===== config.mk =====
export PLATFORM = sky130hd
export DESIGN_NAME = modexp_ctrl_flat
export DESIGN_NICKNAME = d
export VERILOG_FILES = /design/src/rtl/modexp_ctrl_if.sv /design/src/rtl/modexp_ctrl.sv /design/src/flat_wrapper.sv
export SDC_FILE = /design/constraint.sdc
export NUM_CORES = 1
export LEC_CHECK = 0
export ABC_AREA = 1
export BUFFER_PORTS_ARGS = -buffer_cell sky130_fd_sc_hd__buf_4
export CORE_UTILIZATION = 46
export DETAILED_ROUTE_END_ITERATION = 7
export MAX_ROUTING_LAYER = met4
export PLACE_DENSITY = 0.81
export SLEW_MARGIN = 5
export SYNTH_ARGS = -nofsm -noshare
export SYNTH_HDL_FRONTEND = slang
export SYNTH_SLANG_ARGS = --single-unit

===== constraint.sdc =====
create_clock -name S_AXI_ACLK -period 2.25 [get_ports S_AXI_ACLK]
set_input_delay 0.675 -clock S_AXI_ACLK [delete_from_list [all_inputs] [get_ports S_AXI_ACLK]]
set_output_delay 0.675 -clock S_AXI_ACLK [all_outputs]
set_load 0.02 [all_outputs]

===== src/rtl/modexp_ctrl_if.sv =====
`default_nettype none
// ============================================================================
//  Module      : modexp_ctrl_if
//  Description : Handshake bundle between the modular-exponentiation
//                controller and the Montgomery multiplier / exponent store.
//                master = controller side, slave = multiplier side.
//  Revision    : 1.0 - initial release
// ============================================================================
interface modexp_ctrl_if;
    logic        mm_start;   // one-cycle launch pulse
    logic [1:0]  mm_op;      // 00 TOMONT, 01 SQR, 10 MUL, 11 FROMMONT
    logic        mm_dummy;   // MUL result is to be discarded
    logic        mm_done;    // one-cycle completion pulse
    logic [11:0] exp_idx;    // exponent bit address
    logic        exp_bit;    // exponent bit at exp_idx, same cycle

    modport master (
        output mm_start, mm_op, mm_dummy, exp_idx,
        input  mm_done, exp_bit
    );

    modport slave (
        input  mm_start, mm_op, mm_dummy, exp_idx,
        output mm_done, exp_bit
    );
endinterface
`default_nettype wire


===== src/rtl/modexp_ctrl.sv =====
`default_nettype none
// ============================================================================
//  Module      : modexp_ctrl
//  Description : Left-to-right square-and-multiply sequencer for a Montgomery
//                multiplier, with start-edge detection, abort, watchdog and
//                a registered status word.
//                Optional macro MODEXP_CTRL_DUMMY_MUL_EN: every exponent bit
//                takes SQR+MUL (dummy MUL for zero bits) and an LFSR inserts
//                0-3 idle cycles before each MUL launch.
//  Revision    : 1.0 - initial release
// ============================================================================
module modexp_ctrl #(
    parameter int S_AXI_DATA_WIDTH = 32,
    parameter int WDOG_MAX         = 65535
) (
    input  wire logic                        S_AXI_ACLK,
    input  wire logic                        S_AXI_ARESET,
    input  wire logic [S_AXI_DATA_WIDTH-1:0] CMD_register,
    input  wire logic [S_AXI_DATA_WIDTH-1:0] soft_reset,
    input  wire logic [S_AXI_DATA_WIDTH-1:0] random_seed,
    output logic      [S_AXI_DATA_WIDTH-1:0] STATE_register,
    output logic                             done_irq,
    modexp_ctrl_if.master                    mm
);

    typedef enum logic [2:0] {
        ST_IDLE = 3'd0,
        ST_PRE  = 3'd1,
        ST_SQR  = 3'd2,
        ST_MUL  = 3'd3,
        ST_NEXT = 3'd4,
        ST_POST = 3'd5,
        ST_DONE = 3'd6,
        ST_ERR  = 3'd7
    } state_t;

    localparam logic [1:0] OP_TOMONT   = 2'b00;
    localparam logic [1:0] OP_SQR      = 2'b01;
    localparam logic [1:0] OP_MUL      = 2'b10;
    localparam logic [1:0] OP_FROMMONT = 2'b11;
    localparam int         WDOG_W      = (WDOG_MAX < 2) ? 1 : $clog2(WDOG_MAX + 1);
    localparam logic [11:0] MAX_LEN    = 12'd2048;

    state_t              state_q;
    logic                start_q;      // registered copy of CMD_register[0]
    logic [11:0]         idx_q;
    logic                busy_q;
    logic                done_q;
    logic                error_q;
    logic                timeout_q;
    logic                mm_start_q;
    logic [1:0]          mm_op_q;
    logic                done_irq_q;
    logic                wait_q;       // a launched operation is outstanding
    logic [WDOG_W-1:0]   wdog_q;

    logic                rst;
    logic                start_edge;
    logic [11:0]         cmd_len;
    logic                len_ok;
    logic                abort_req;
    logic                done_ev;
    logic                wdog_exp;

    assign rst        = S_AXI_ARESET | soft_reset[0];
    assign start_edge = CMD_register[0] & ~start_q;
    assign cmd_len    = CMD_register[15:4];
    assign len_ok     = (cmd_len != 12'd0) && (cmd_len <= MAX_LEN);
    assign abort_req  = CMD_register[1] & busy_q;
    // mm_done only means something while an operation is outstanding
    assign done_ev    = mm.mm_done & wait_q;
    // Fires on the cycle the count would reach WDOG_MAX with no completion
    assign wdog_exp   = wait_q & ~mm.mm_done & (wdog_q == WDOG_W'(WDOG_MAX - 1));

`ifdef MODEXP_CTRL_DUMMY_MUL_EN
    logic        mm_dummy_q;
    logic [31:0] lfsr_q;
    logic [1:0]  dly_q;        // idle cycles still to insert before MUL launch

    // Fibonacci form of x^32 + x^22 + x^2 + x + 1
    function automatic logic [31:0] lfsr_step(input logic [31:0] v);
        return {v[30:0], v[31] ^ v[21] ^ v[1] ^ v[0]};
    endfunction
`endif

    // Sequencer: state, status, launch handshake and watchdog
    always_ff @(posedge S_AXI_ACLK) begin
        if (rst) begin
            state_q    <= ST_IDLE;
            start_q    <= 1'b0;
            idx_q      <= 12'd0;
            busy_q     <= 1'b0;
            done_q     <= 1'b0;
            error_q    <= 1'b0;
            timeout_q  <= 1'b0;
            mm_start_q <= 1'b0;
            mm_op_q    <= OP_TOMONT;
            done_irq_q <= 1'b0;
            wait_q     <= 1'b0;
            wdog_q     <= '0;
`ifdef MODEXP_CTRL_DUMMY_MUL_EN
            mm_dummy_q <= 1'b0;
            lfsr_q     <= 32'd0;
            dly_q      <= 2'd0;
`endif
        end else begin
            start_q    <= CMD_register[0];
            mm_start_q <= 1'b0;
            done_irq_q <= 1'b0;
            if (wait_q) begin
                wdog_q <= wdog_q + WDOG_W'(1);
            end

            if (abort_req) begin
                // abort wins over a same-cycle mm_done
                state_q    <= ST_ERR;
                busy_q     <= 1'b0;
                error_q    <= 1'b1;
                wait_q     <= 1'b0;
                done_irq_q <= 1'b1;
            end else if (wdog_exp) begin
                state_q    <= ST_ERR;
                busy_q     <= 1'b0;
                error_q    <= 1'b1;
                timeout_q  <= 1'b1;
                wait_q     <= 1'b0;
                done_irq_q <= 1'b1;
            end else begin
                case (state_q)
                    ST_IDLE, ST_DONE, ST_ERR: begin
                        if (start_edge) begin
                            done_q    <= 1'b0;
                            timeout_q <= 1'b0;
                            if (len_ok) begin
                                state_q    <= ST_PRE;
                                idx_q      <= cmd_len - 12'd1;
                                error_q    <= 1'b0;
                                busy_q     <= 1'b1;
                                mm_start_q <= 1'b1;
                                mm_op_q    <= OP_TOMONT;
                                wait_q     <= 1'b1;
                                wdog_q     <= '0;
`ifdef MODEXP_CTRL_DUMMY_MUL_EN
                                lfsr_q     <= (random_seed[31:0] == 32'd0) ? 32'd1
                                                                           : random_seed[31:0];
`endif
                            end else begin
                                state_q    <= ST_ERR;
                                error_q    <= 1'b1;
                                done_irq_q <= 1'b1;
                            end
                        end
                    end
                    ST_PRE: begin
                        if (done_ev) begin
                            state_q    <= ST_SQR;
                            mm_start_q <= 1'b1;
                            mm_op_q    <= OP_SQR;
                            wdog_q     <= '0;
                        end
                    end
                    ST_SQR: begin
                        if (done_ev) begin
                            wait_q <= 1'b0;
`ifdef MODEXP_CTRL_DUMMY_MUL_EN
                            state_q    <= ST_MUL;
                            mm_dummy_q <= ~mm.exp_bit;
                            lfsr_q     <= lfsr_step(lfsr_q);
                            if (lfsr_q[0] && (lfsr_q[2:1] != 2'd0)) begin
                                dly_q <= lfsr_q[2:1];
                            end else begin
                                mm_start_q <= 1'b1;
                                mm_op_q    <= OP_MUL;
                                wait_q     <= 1'b1;
                                wdog_q     <= '0;
                            end
`else
                            if (mm.exp_bit) begin
                                state_q    <= ST_MUL;
                                mm_start_q <= 1'b1;
                                mm_op_q    <= OP_MUL;
                                wait_q     <= 1'b1;
                                wdog_q     <= '0;
                            end else begin
                                state_q <= ST_NEXT;
                            end
`endif
                        end
                    end
                    ST_MUL: begin
`ifdef MODEXP_CTRL_DUMMY_MUL_EN
                        if (!wait_q) begin
                            // still burning inserted idle cycles
                            if (dly_q <= 2'd1) begin
                                dly_q      <= 2'd0;
                                mm_start_q <= 1'b1;
                                mm_op_q    <= OP_MUL;
                                wait_q     <= 1'b1;
                                wdog_q     <= '0;
                            end else begin
                                dly_q <= dly_q - 2'd1;
                            end
                        end else if (done_ev) begin
                            state_q    <= ST_NEXT;
                            wait_q     <= 1'b0;
                            mm_dummy_q <= 1'b0;
                        end
`else
                        if (done_ev) begin
                            state_q <= ST_NEXT;
                            wait_q  <= 1'b0;
                        end
`endif
                    end
                    ST_NEXT: begin
                        mm_start_q <= 1'b1;
                        wait_q     <= 1'b1;
                        wdog_q     <= '0;
                        if (idx_q == 12'd0) begin
                            state_q <= ST_POST;
                            mm_op_q <= OP_FROMMONT;
                        end else begin
                            state_q <= ST_SQR;
                            mm_op_q <= OP_SQR;
                            idx_q   <= idx_q - 12'd1;
                        end
                    end
                    ST_POST: begin
                        if (done_ev) begin
                            state_q    <= ST_DONE;
                            busy_q     <= 1'b0;
                            done_q     <= 1'b1;
                            wait_q     <= 1'b0;
                            done_irq_q <= 1'b1;
                        end
                    end
                    default: begin
                        state_q <= ST_IDLE;
                        busy_q  <= 1'b0;
                        wait_q  <= 1'b0;
                    end
                endcase
            end
        end
    end

    // Status word is built purely from flops, so it is itself a register
    assign STATE_register = S_AXI_DATA_WIDTH'({idx_q, 9'd0, state_q,
                                               timeout_q, error_q, done_q, busy_q});
    assign done_irq       = done_irq_q;
    assign mm.mm_start    = mm_start_q;
    assign mm.mm_op       = mm_op_q;
    assign mm.exp_idx     = idx_q;
`ifdef MODEXP_CTRL_DUMMY_MUL_EN
    assign mm.mm_dummy    = mm_dummy_q;
`else
    assign mm.mm_dummy    = 1'b0;
`endif

    logic unused_bits;
    assign unused_bits = ^{CMD_register[S_AXI_DATA_WIDTH-1:16], CMD_register[3:2],
                           soft_reset[S_AXI_DATA_WIDTH-1:1], random_seed};

endmodule
`default_nettype wire


===== src/flat_wrapper.sv =====
// flat-port wrapper written by rule: the top's interface ports become plain ports
module modexp_ctrl_flat 
#(
    parameter int S_AXI_DATA_WIDTH = 32,
    parameter int WDOG_MAX         = 65535
)
  (S_AXI_ACLK, S_AXI_ARESET, CMD_register, soft_reset, random_seed, STATE_register, done_irq, mm_mm_start, mm_mm_op, mm_mm_dummy, mm_exp_idx, mm_mm_done, mm_exp_bit);
  modexp_ctrl_if mm_i ();
  input  wire logic S_AXI_ACLK;
  input  wire logic S_AXI_ARESET;
  input  wire logic [S_AXI_DATA_WIDTH-1:0] CMD_register;
  input  wire logic [S_AXI_DATA_WIDTH-1:0] soft_reset;
  input  wire logic [S_AXI_DATA_WIDTH-1:0] random_seed;
  output logic      [S_AXI_DATA_WIDTH-1:0] STATE_register;
  output logic done_irq;
  output wire logic [$bits(mm_i.mm_start)-1:0] mm_mm_start;
  output wire logic [$bits(mm_i.mm_op)-1:0] mm_mm_op;
  output wire logic [$bits(mm_i.mm_dummy)-1:0] mm_mm_dummy;
  output wire logic [$bits(mm_i.exp_idx)-1:0] mm_exp_idx;
  input wire logic [$bits(mm_i.mm_done)-1:0] mm_mm_done;
  input wire logic [$bits(mm_i.exp_bit)-1:0] mm_exp_bit;
  assign mm_mm_start = mm_i.mm_start;
  assign mm_mm_op = mm_i.mm_op;
  assign mm_mm_dummy = mm_i.mm_dummy;
  assign mm_exp_idx = mm_i.exp_idx;
  assign mm_i.mm_done = mm_mm_done;
  assign mm_i.exp_bit = mm_exp_bit;
  modexp_ctrl #(.S_AXI_DATA_WIDTH(S_AXI_DATA_WIDTH), .WDOG_MAX(WDOG_MAX)) u_core (.S_AXI_ACLK(S_AXI_ACLK), .S_AXI_ARESET(S_AXI_ARESET), .CMD_register(CMD_register), .soft_reset(soft_reset), .random_seed(random_seed), .STATE_register(STATE_register), .done_irq(done_irq), .mm(mm_i));
endmodule

After elaboration in Yosys (flattened, before gate mapping) --
Index checks and enable logic that the tools add are counted. W data, S select, Z words.
Storage, ports and cells: register bits 41, input port bits 100, output and inout port bits 49, logic and storage cells 127
Operators by class: $add $sub $neg 3, order comparisons 1, eq/ne operators 21, multiplexer cells 57, bitwise gates (word level) 10, reductions and logical operators 23
Operators with widths (number):
- $mux W16 | 8
- $pmux W16 S4 | 1
- $mux W12 | 3
- $mux W3 | 10
- $pmux W12 S2 | 1
- $sub A12 B1 Y12 const B | 2
- $mux W1 | 21
- $ne A4 B1 Y1 const B | 5
- $pmux W3 S6 | 1
- $add A16 B1 Y16 const B | 1
- $eq A16 B16 Y1 const B | 1
- $reduce_and A5 Y1 | 3
- $eq A3 B3 Y1 const B | 4
- $le A12 B12 Y1 const B | 1
- $logic_not A12 Y1 | 1
- $mux W2 | 6
- $ne A2 B1 Y1 const B | 6
- $reduce_bool A12 Y1 | 1
- $pmux W1 S4 | 2
- $pmux W2 S4 | 1
- $reduce_and A8 Y1 | 1
- $reduce_bool A2 Y1 | 4
- $reduce_bool A4 Y1 | 2
- $eq A3 B2 Y1 const B | 2
- other kinds (15) | 27

Logic depth before layout (Yosys ltp) --
depth after elaboration 7, depth in mapped cells 14, depth with buffers taken out 13

Worst setup path after synthesis --
Ideal clock, no wire load.
kind reg2reg, start point reg u_core.state_q[0], end point reg u_core.idx_q[6], in the netlist u_core.mm.exp_idx[6], library setup time 0.113 ns, data arrival time 1.725 ns, data required time 2.137 ns, setup slack 0.412 ns, cell stages (with the launch flop) 14, path buffers 1, clock period less this slack 1.838 ns, cells stage by stage dfxtp_1 -> nor2_4 -> nand2_4 -> buf_6 -> nand2_1 -> o21ai_2 -> ha_1 -> nand3_2 -> inv_1 -> nand2_1 -> o21bai_1 -> o21ai_1 -> nor2_1 -> nor2_1
Between the ends: cells in the longest elaborated chain, start to end 4, elaborated cells on any way between the ends 11, those cells by class eq/ne (6); mux (1); reduce/logical (4)
Ends and longest elaborated chain:
- from (decl) | RTL line modexp_ctrl.sv:44 | state_t state_q;
- from (signal assigned) | RTL line modexp_ctrl.sv:89 | state_q <= ST_IDLE;
- from (signal assigned) | RTL line modexp_ctrl.sv:116 | state_q <= ST_ERR;
- from (signal assigned) | RTL line modexp_ctrl.sv:122 | state_q <= ST_ERR;
- $eq A3 B3 Y1 or $logic_not A3 Y1 (tied branches) | RTL line modexp_ctrl.sv:129 | case (state_q)
- $reduce_or A3 Y1 | RTL line modexp_ctrl.sv:129
- $ne A2 B1 Y1 (no line) or $reduce_bool A2 Y1 (tied branches)
- $reduce_and A6 Y1 (no line)
- to (signal assigned) | RTL line modexp_ctrl.sv:136 | idx_q <= cmd_len - 12'd1;
- to (signal assigned) | RTL line modexp_ctrl.sv:225 | idx_q <= idx_q - 12'd1;
- to (decl) | RTL line modexp_ctrl.sv:46 | logic [11:0] idx_q;
Several ways; a longest one is shown, not always the timed one. A chain may end at the register's enable or synchronous reset.

Final worst setup path --
start point reg u_core.state_q[1], end point reg u_core.idx_q[6], in the netlist u_core.mm.exp_idx[6]
The elaborated chain is that of the path after synthesis.

==> flow_summary.ini <==
[run_status]
status = completed

[critical_path]
cp.arrival_ns = 2.17
worst-path-buf-inv = 0
crit_slowest_cell = dfxtp_1
start_kind = register
timing.rr.start = u_core.state_q[1]$_SDFFE_PP0P_
critical_path.top_delay_family = simple AND/OR/NAND/NOR gates
cp.depth = 10
cp_data_required_time_ns = 2.50
crit_path_start = u_core.state_q[1]$_SDFFE_PP0P_
rr_worst_depth = 10
path_class = reg -> reg
reg2reg_setup_slack_ns = 0.33
r2r-end = u_core.mm.exp_idx[6]$_SDFFE_PP0P_
critPathMaxStageDelay_ns = 0.37
critPathMaxFanout = 10
cp-end-kind = register
path_cells = nor2_4 -> nand2_4 -> o21ai_2 -> ha_1 -> nand3_2 -> nor2_4 -> nand2_1 -> o21ai_1 -> nor2_1 -> nor2_1
crit_path_end = u_core.mm.exp_idx[6]$_SDFFE_PP0P_

[clocking]
numCtsBuffers = 5
cts.clk_slew.worst_paths_ns = 0.09
clk_latency_ns = 0.31
cts_tree = done
htree_levels = 2
hold_buffers = 0
cts_num_sinks = 41
cts.repair.resized = 0
clockBufferDepth = 2
cts_setup_buffers = 0
root_buffer = clkbuf_8

[synth]
synthSimpleGateAreaFrac_pct = 40.8
synth_common_cells = 120 x nand2_1, 66 x inv_1, 64 x nor2_1
avgSynthCellArea_um2 = 6.38
yosysTopAreaCell = dfxtp_1
synth_top_family_by_area = simple AND/OR/NAND/NOR gates
synthMuxAreaShare_pct = 0
synth_xor_area_share_pct = 2.67
netlist_top_cells_area = dfxtp_1 28%, nand2_1 15%, inv_1 8.4%
synth_compound_area_share_pct = 8.06
synth-adder-area-share_pct = 1.27
synth_area_mm2 = 0.00295
async_reset_ff_share_pct = 0
yosysMostFrequentCell = nand2_1
synth_warnings = 0
synth-seq-cells = 41
synth_cells = 462
synth-main-ff-cell = dfxtp_1
synth_edf_count = 0
synth-seq-area-share_pct = 27.8
synth_top_area_share_pct = 27.8
synth_cell_types = 39

[grt]
grt_usage_pct = 21.3
grt_pass1_wl_mm = 10.7
grt_overflow = 0
grt_max_degree = 23
antenna_found_initial = 0
grt_pass1_vias = 2588

[timing]
fin_tns_setup_ns = 0
min_period_ns = 1.92
clock.fmax_mhz = 522
rsz0062_at_grt = false
finalSetupViolations = 0
skew_ns = 0.0125
fin_crit_sh_pct = 85.2
hold_viol = 0
slew_violations = 0

[drt]
drt_wl_total_mm = 6.51
drcViolationCount = 0
wire_per_inst_um = 11.3
drt_iter0_markers = 107
drtAntennaViolNets = 0
via_per_inst = 4.87
firstDrtPassIters = 4
vias = 2815

[flow_run]
drv_cap = 0

[floorplanning]
fp.coreArea_mm2 = 0.00606
initial_utilization_pct = 48.7
die_x_um = 82.1
rows = 28
die_area_mm2 = 0.00674
chipHeight_um = 82.1
ioPinCount = 149

[final_layout]
design_area_mm2 = 0.00331
nets = 605
final_cells = 578
syn_to_final_growth_pct = 12.3
drive_gt1_share_pct = 19.3
antenna_cells = 0
fin_util_pct = 54.7

[place]
portBuffers = 53
gp_congestion = 0.886
placed_area_mm2 = 0.00322
dp_hpwl_mm = 4.97
dpl.cell_count = 570

[power_and_ir_drop]
power_density_mw_per_mm2 = 711
power.leakage_nw = 1.79
peakVddDrop_mv = 0.378

[min_path]
hold_path_depth = 2
hold_class = reg -> reg
## where the power goes
part	leakage [nW]	total (mW)	internal (mW)	switching [mW]
registers	0.332	0.826	0.775	0.0509
logic	1.42	1.03	0.360	0.669
clock network	0.0445	0.500	0.220	0.280
## per-stage QoR
stage / hold WS, ns / total power [mW] / setup slack, ns
2_1_floorplan: 0.450 / 1.68 / 0.412
3_3_place_gp: 0.461 / 1.84 / 0.185
3_5_place_dp: 0.465 / 1.86 / 0.153
4_1_cts: 0.478 / 2.37 / 0.339
5_1_grt: 0.502 / 2.53 / 0.138
6_report: 0.477 / 2.36 / 0.334
## worst reg2reg max path, stage by stage, from the launching register on
cell and delay [ns]:
dfxtp_1 0.37, nor2_4 0.26, nand2_4 0.16, o21ai_2 0.21, ha_1 0.21, nand3_2 0.12
nor2_4 0.15, nand2_1 0.09, o21ai_1 0.15, nor2_1 0.06, nor2_1 0.10
## metal layers
| metal | part of all wire (%) | GRT usage [%] | up-vias |
|---|---|---|---|
| li1 | - | - | 1463 |
| met1 | 42 | 23.1 | 1270 |
| met2 | 51 | 37.8 | 72 |
| met3 | 5.2 | 3.44 | 10 |
| met4 | 1.1 | 10.2 | 0 |
| met5 | 0 | - | - |
## state kept, by name, summed over array words and instances, names as in the netlist
signal,cells
u_core.done_irq,1
u_core.wait_q,1
u_core.mm.mm_op,2
u_core.state_q,3
u_core.mm.mm_start,1
u_core.mm.exp_idx,12
u_core.busy_q,1
u_core.error_q,1
u_core.done_q,1
u_core.timeout_q,1
u_core.wdog_q,16
u_core.start_q,1
## how the worst min path moves through the flow
stage	slack, ns	end	startpoint
floorplan	0.45	u_core.timeout_q$_SDFFE_PP0P_	u_core.timeout_q$_SDFFE_PP0P_
global placement	0.46	u_core.mm.mm_op[0]$_SDFFE_PP0P_	u_core.mm.mm_op[0]$_SDFFE_PP0P_
detailed placement	0.47	u_core.mm.mm_op[0]$_SDFFE_PP0P_	u_core.mm.mm_op[0]$_SDFFE_PP0P_
CTS	0.48	u_core.mm.mm_op[0]$_SDFFE_PP0P_	u_core.mm.mm_op[0]$_SDFFE_PP0P_
global route	0.50	u_core.mm.mm_op[1]$_SDFFE_PP0P_	u_core.mm.mm_op[1]$_SDFFE_PP0P_
finish	0.48	u_core.mm.mm_op[0]$_SDFFE_PP0P_	u_core.mm.mm_op[0]$_SDFFE_PP0P_
## cells in the final DEF, fill, tap and decap left out, types with 2 or more instances in the layout
cell and instances:
nand4_1 9, nand3_1 33, conb_1 14, o21a_1 2, o21ai_0 11, nand3b_1 2, buf_4 58, or2_2 2
nor3_1 4, o21ai_1 2, nand2_4 4, nor2_4 3, nand3_4 2, inv_2 3, a21oi_1 15, or2_1 4
nor2_1 64, nand3_2 2, dfxtp_1 41, o21ai_2 3, nor2_2 3, ha_1 3, inv_1 66, clkbuf_8 5
nand2_1 120, o21bai_1 3, nand2_2 6, xor2_1 8
## layout make-up
class                           instances  area (um2)
Fill cell                             614        2750
Tap cell                               75        93.8
Multi-Input combinational cell        326        1610
Timing Repair Buffer                   58         435
Clock buffer                            5        68.8
Inverter                               70         263
Clock inverter                          3        21.3
Sequential cell                        41         821
## cell families (layout without fill, tap and decap cells)
group	Yosys count	in the layout
simple gates	260	260
buf+inv	108	136
flops	41	41
compound gates	40	40
xor+xnor	9	9
fa+ha+maj	3	3
other cells	1	14
No activity file was read; power rests on OpenSTA's default activity.
